File: src/rtl/instruction_fetch.sv
// Fetch stage: owns the PC, addresses the combinational instruction memory and
// registers the returned word into IF/ID; handles stall, redirect/flush, traps and halt.
module instruction_fetch #(
   parameter logic [31:0] RESET_PC   = 32'h0000_0000,
   parameter int          ADDR_W     = 10,
   parameter logic [31:0] HALT_INSTR = 32'h0010_0073,
   parameter logic [31:0] NOP_INSTR  = 32'h0000_0013
) (
   input  logic              clk,
   input  logic              reset,
   input  logic              Stall,
   input  logic              BranchTaken,
   input  logic [31:0]       BranchTarget,
   input  logic [31:0]       Instruction,
   output logic [ADDR_W-1:0] MemAddress,
   output logic [31:0]       PC,
   output logic [31:0]       InstrOut,
   output logic [31:0]       PCOut,
   output logic              Valid,
   output logic              Halted,
   output logic              Misaligned
);

   typedef enum logic [1:0] {
      ST_BOOT   = 2'd0,
      ST_RUN    = 2'd1,
      ST_HALTED = 2'd2
   } state_t;

   state_t      state, state_nxt;
   logic [31:0] pc_nxt, instr_nxt, pcout_nxt;
   logic        valid_nxt, halted_nxt, mis_nxt;
   logic        redirect, bad_target;

   assign MemAddress = PC[ADDR_W+1:2];
   assign redirect   = BranchTaken;
   assign bad_target = BranchTaken && (BranchTarget[1:0] != 2'b00);

   always_ff @(posedge clk or posedge reset) begin
      if (reset) state <= ST_BOOT;
      else       state <= state_nxt;
   end

   always_comb begin
      state_nxt = state;
      case (state)
         ST_BOOT: state_nxt = ST_RUN;
         ST_RUN: begin
            if (bad_target)
               state_nxt = ST_HALTED;
            else if (!redirect && !Stall && Instruction == HALT_INSTR)
               state_nxt = ST_HALTED;
         end
         ST_HALTED: state_nxt = ST_HALTED;
         default:   state_nxt = ST_BOOT;
      endcase
   end

   // Next values of the datapath registers; default is to hold.
   always_comb begin
      pc_nxt     = PC;
      instr_nxt  = InstrOut;
      pcout_nxt  = PCOut;
      valid_nxt  = Valid;
      halted_nxt = Halted;
      mis_nxt    = Misaligned;
      case (state)
         ST_RUN: begin
            if (bad_target) begin
               mis_nxt    = 1'b1;
               halted_nxt = 1'b1;
               instr_nxt  = NOP_INSTR;
               valid_nxt  = 1'b0;
            end else if (redirect) begin
               // Flush the wrong-path word, even when decode is stalling.
               pc_nxt    = BranchTarget;
               instr_nxt = NOP_INSTR;
               valid_nxt = 1'b0;
            end else if (!Stall) begin
               instr_nxt = Instruction;
               pcout_nxt = PC;
               valid_nxt = 1'b1;
               pc_nxt    = PC + 32'd4;
            end
         end
         ST_HALTED: begin
            halted_nxt = 1'b1;
            instr_nxt  = NOP_INSTR;
            valid_nxt  = 1'b0;
         end
         default: ;
      endcase
   end

   always_ff @(posedge clk or posedge reset) begin
      if (reset) begin
         PC         <= RESET_PC;
         InstrOut   <= NOP_INSTR;
         PCOut      <= 32'h0;
         Valid      <= 1'b0;
         Halted     <= 1'b0;
         Misaligned <= 1'b0;
      end else begin
         PC         <= pc_nxt;
         InstrOut   <= instr_nxt;
         PCOut      <= pcout_nxt;
         Valid      <= valid_nxt;
         Halted     <= halted_nxt;
         Misaligned <= mis_nxt;
      end
   end

endmodule
File: config.mk
export PLATFORM = sky130hd
export DESIGN_NAME = instruction_fetch
export DESIGN_NICKNAME = d
export VERILOG_FILES = /design/src/rtl/instruction_fetch.sv
export SDC_FILE = /design/constraint.sdc
export NUM_CORES = 1
export LEC_CHECK = 0
export CORE_UTILIZATION = 45
export DETAILED_ROUTE_END_ITERATION = 6
export GPL_ROUTABILITY_DRIVEN = 1
export GPL_TIMING_DRIVEN = 0
export HOLD_SLACK_MARGIN = 0.06
export MAX_ROUTING_LAYER = met4
export PLACE_DENSITY = 0.81
export RECOVER_POWER = 100
export SETUP_SLACK_MARGIN = 0.05
export SLEW_MARGIN = 10
export SYNTH_ARGS = -nofsm -noshare
export SYNTH_HDL_FRONTEND = slang
export SYNTH_SLANG_ARGS = --single-unit
File: constraint.sdc
create_clock -name clk -period 3.9 [get_ports clk]
set_input_delay 0.39 -clock clk [delete_from_list [all_inputs] [get_ports clk]]
set_output_delay 0.39 -clock clk [all_outputs]
set_load 0.01 [all_outputs]
# Yosys cells after proc, flatten, opt, wreduce, memory -nomap -nowiden
# Index checks and enable logic that the tools add are counted.
dict set report word_totals {
  inputBits 68
  elab_cells 46
  rom_bits 0
  ff_bits 101
  ram_bits 0
  output_inout_bits 109
  latch_bits 0
  n_memories 0
}
dict set report op_classes {
  add_sub_neg 1
  n_shift 0
  muxes 15
  n_lt_le_gt_ge 0
  reduce_logical 13
  n_mul 0
  eq_ne 7
  n_div 0
  n_bitwise 3
}
# cell n
set op_table {}
lappend op_table {{2-to-1 mux 32 bit} 5}
lappend op_table {{case mux 32 bit (2 select lines)} 1}
lappend op_table {{adder 32 x 3 -> 32 bit, second input constant} 1}
lappend op_table {{== test 32 x 21 -> 1 bit, second input constant} 1}
lappend op_table {{case mux 2 bit (3 select lines)} 1}
lappend op_table {{AND reduction 2 bit} 3}
lappend op_table {{2-to-1 mux 1 bit} 4}
lappend op_table {{2-to-1 mux 2 bit} 2}
lappend op_table {{!= test 4 bit, second input constant} 1}
lappend op_table {{case mux 1 bit (2 select lines)} 2}
lappend op_table {{AND reduction 4 bit} 1}
lappend op_table {{nonzero test 2 bit} 2}
lappend op_table {{logical AND 1 bit} 3}
lappend op_table {{!= test 3 bit, second input constant} 1}
lappend op_table {{inverter 1 bit} 3}
lappend op_table {{AND reduction 3 bit} 1}
lappend op_table {{== test 2 x 1 -> 1 bit, second input constant} 1}
lappend op_table {{== test 2 bit, second input constant} 1}
lappend op_table {{logical NOT 1 bit} 2}
lappend op_table {{logical NOT 2 bit} 1}
lappend op_table {{!= test 2 x 1 -> 1 bit, second input constant} 1}
lappend op_table {{!= test 2 bit, second input constant} 1}

# Logic depth before layout (Yosys ltp)
dict set report depth {
  ltp_word 6
  mapped_depth 9
  depth_no_buf 7
}

# Worst setup path before layout
# OpenSTA, ideal clock, no wires.
dict set report synth_timing {
  kind {register to register}
  from {register PC[10]}
  to {register PC[25]}
  arrival_ns 2.122
  path_slack_ns 1.651
  stages_incl_launch_ff 7
  path_buffers 2
  setup_ns 0.126
  path_cell_list {dfrtp_1 -> buf_4 -> nand4_2 -> or4b_1 -> buf_2 -> or4_4 -> a311o_1}
}
dict set report synth_between {
  elab_chain_cells 3
}
# element line
set synth_rtl {}
lappend synth_rtl {{start: declaration} 16} ;# output logic [31:0] PC,
lappend synth_rtl {{start signal: assignment} 104} ;# PC <= pc_nxt;
lappend synth_rtl {{adder 32 x 3 -> 32 bit} 83} ;# pc_nxt = PC + 32'd4;
lappend synth_rtl {{2-to-1 mux 32 bit} 79} ;# end else if (!Stall) begin
lappend synth_rtl {{2-to-1 mux 32 bit} 74} ;# end else if (redirect) begin
# Every way passes these cells. The select of a mux whose other input is x is not followed.
# A chain may end at the register's enable or synchronous reset.

# Worst setup path after layout
dict set report layout_timing {
  from {input port BranchTaken}
  to {register PC[12]}
}
dict set report layout_between {
  elab_chain_cells 3
  elab_cells_between_ends 5
  cone_classes {eq/ne: 1; mux: 1; bitwise: 1; reduce/logical: 2}
}
# element line
set layout_rtl {}
lappend layout_rtl {{start: declaration} 12} ;# input logic BranchTaken,
lappend layout_rtl {{branches (longest 3 deep; another with AND reduction 3 bit)} -}
# Parallel ways; which one is timed is not known.

==> out/results.ini <==
[outcome]
status = finished with violations
failed_checks = capacitance limit, slew limit

[cells_and_area]
final_area_um2 = 6848
final_common_cell = dlygate4sd3_1
final_cell_mix = dlygate4sd3_1, nand2_1, dfrtp_1, clkdlybuf4s50_1, clkbuf_1
final_nets = 750
antenna_cells = 0
fillers = 838
drive_gt1_share_pct = 5.417
syn_to_final_growth_pct = 44.75
utilization_pct = 66.63

[cts]
postCtsSetupRepairBufs = 0
cts_root_buf = clkbuf_8
htreeDepth = 3
clk_pin_slew_ns = 0.09
numClockSinks = 101
cts_tree = yes
clockBufferDepth = 2
cts_buffers = 9
cts_hold_buf = 0
cts_resized = 0
clock_latency_ns = 0.37

[detailed_routing]
ant_nets = 0
drt_first_iter_violations = 447
drtPass1Iterations = 5
drc = 0
vias = 4693
vias_per_cell = 5.730
post_drt_wl_per_cell_um = 18.16
wl_um = 14870

[critical_path]
path_max_fanout = 10
startpoint_type = input pin
crit_path_end_kind = register
r2r_cells = 8
critPathArrivalTime_ns = 3.14
worst_ep_required_time_ns = 4.14
path_class = input pin to register

[power_and_ir_drop]
vdd_ir_drop_max_mv = 0.4137
power_mw = 4.349
power_density_nw_per_um2 = 635.1
power.leakage_nw = 3.056

[grt]
gr-usage-all-layers_pct = 28.71
grt_max_degree = 63
antenna_found_initial = 0
grt_pass1_vias = 4546
grt_first_pass_wirelength_um = 24020
grt-ovfl-total = 0

[sta]
hold_viol = 0
fin_crit_ns = 2.898
finalCritPeriodShare_pct = 74.31
final_max_slew_viol_count = 62
skew_ns = 0.008514
relSlewSlack_pct = -83.08
worst_pin_slew_ns = 2.731
setup_viol = 0
fmax_ghz = 0.3451
finalSetupTns_ns = 0
rsz0062_at_grt = false
worst_slack_ns = 1.002

[flow_run]
drv_cap = 1

[logic_synthesis]
synth.cell_area_um2 = 4731
synth_cells = 490
ys_warn_count = 0
yosysSeqAreaShare_pct = 53.50
ys_seq_elements = 101
avgSynthCellArea_um2 = 9.655
synthFlopType = dfrtp_1
ys_async_sr_fraction_pct = 100.0
synth_cell_types = 57
synth_edf_count = 0
syn_nets = 562

[floorplanning]
core_um2 = 10280
ios = 177
die_h_um = 104.5
die_x_um = 104.5
initial_core_util_pct = 46.03
dieArea_um2 = 10930
num_rows = 37

[min_path]
holdPathStages = 1
worst_hold_path_type = register to register

[placed_design]
dp_hpwl_um = 10730
place_ws_ns = 0.8375
gp_congestion = 0.8872
portBuffers = 176
placed_area_um2 = 6685

[cell families after synthesis]
family                   count (synthesis)  share of synthesized area [%]
flip-flops                             101                          53.50
AND/OR/NAND/NOR                        213                          21.63
AO/OA/AOI/OAI                          110                          17.01
multiplexers                             7                          1.534
buffers and inverters                   55                          5.263
adder cells (fa/ha/maj)                  4                          1.058
[path summary, 6_finish.rpt]
| path | start | endpoint | slack, ns |
|---|---|---|---|
| min in group asynchronous | reset | PCOut[19] | 1.24 |
| hold reg to reg | Misaligned | Misaligned | 0.46 |
| setup / recovery | BranchTaken | PC[12] | 1.00 |
| setup reg to reg | state[1] | PC[12] | 1.13 |
| hold / removal | Misaligned | Misaligned | 0.46 |
| max in group asynchronous | reset | InstrOut[8] | 1.43 |
[metal layers]
layer / share of wire (%) / vias up / routed length (um) / GRT usage (%)
met3: 9.3 / 32 / 1380 / 5.864
met2: 46 / 303 / 6813 / 43.66
li1: - / 2119 / - / -
met4: 2.0 / 0 / 303 / 9.286
met1: 43 / 2239 / 6374 / 38.62
met5: 0 / - / 0 / -
[Yosys cell counts (2+ instances only)]
cell type  number  area (um^2)
a211oi_1        2        15.01
a21oi_1        13        65.06
a22o_1         30        262.8
a22oi_1         4        30.03
a2bb2oi_1       2        17.52
a311oi_1        4        35.03
a31oi_1         3        18.77
and2_1          3        18.77
and3_1          6        37.54
and4_1          3        26.28
buf_1           2        7.510
buf_4          11        82.58
clkbuf_1       29        108.9
dfrtp_1        98         2452
dfstp_2         3        78.83
ha_1            4        50.05
inv_1          12        45.04
mux2_2          2        22.52
mux2i_1         5        50.05
nand2_1       106        397.9
nand2b_1        2        12.51
nand3_1        18        90.09
nand4_1         3        18.77
nor2_1         21        78.83
nor2b_1         2        12.51
nor3_1         16        80.08
nor3b_1         2        15.01
nor4_1         12        75.07
nor4b_1         3        26.28
nor4bb_1        2        20.02
o211ai_1        2        15.01
o21ai_0        22        110.1
o21bai_1        4        30.03
o22a_1          5        43.79
o22ai_1         2        12.51
o2bb2ai_1       5        43.79
o31ai_1         2        15.01
or2_2           3        18.77
or3_1           2        12.51
or4_1           3        22.52
[worst max-delay path, stage by stage]
cell,delay [ns]
dlygate4sd3_1,0.57
clkbuf_1,0.24
or3b_2,0.51
clkbuf_1,0.24
nand2_1,0.29
clkbuf_1,0.53
o21ai_0,0.19
o2bb2ai_1,0.16
[where the power goes]
part / total [mW] / internal [mW] / switching [mW]
registers: 1.77 / 1.43 / 0.346
clock network: 0.593 / 0.252 / 0.341
logic: 1.98 / 1.02 / 0.964
[area by class of cell]
type	count	area (um^2)	share of cell area, %
clock inverters	1	7.507	0.1096
inverters	12	46.29	0.6760
plain buffers	43	203.9	2.978
well taps	136	170.2	2.485
clock buffers	15	156.4	2.284
flip-flops and latches	101	2531	36.96
repair buffers	177	1782	26.02
multi-input cells	334	1951	28.49
[state kept, by name (all words and copies together), names as in the netlist]
signal and flops:
InstrOut 32, PCOut 32, PC 32, state 2, Halted 1, Misaligned 1
Valid 1
[through the flow]
| stage | std cells | hold WS, ns |
|---|---|---|
| after floorplan | 490 | 0.5039 |
| after global routing | 819 | 0.5035 |
| after CTS | 819 | 0.4784 |
| after detailed placement | 803 | 0.4589 |
| after global placement | 802 | 0.4544 |
| final | 819 | 0.4646 |
Note: power is estimated with default switching activity, not from simulation.
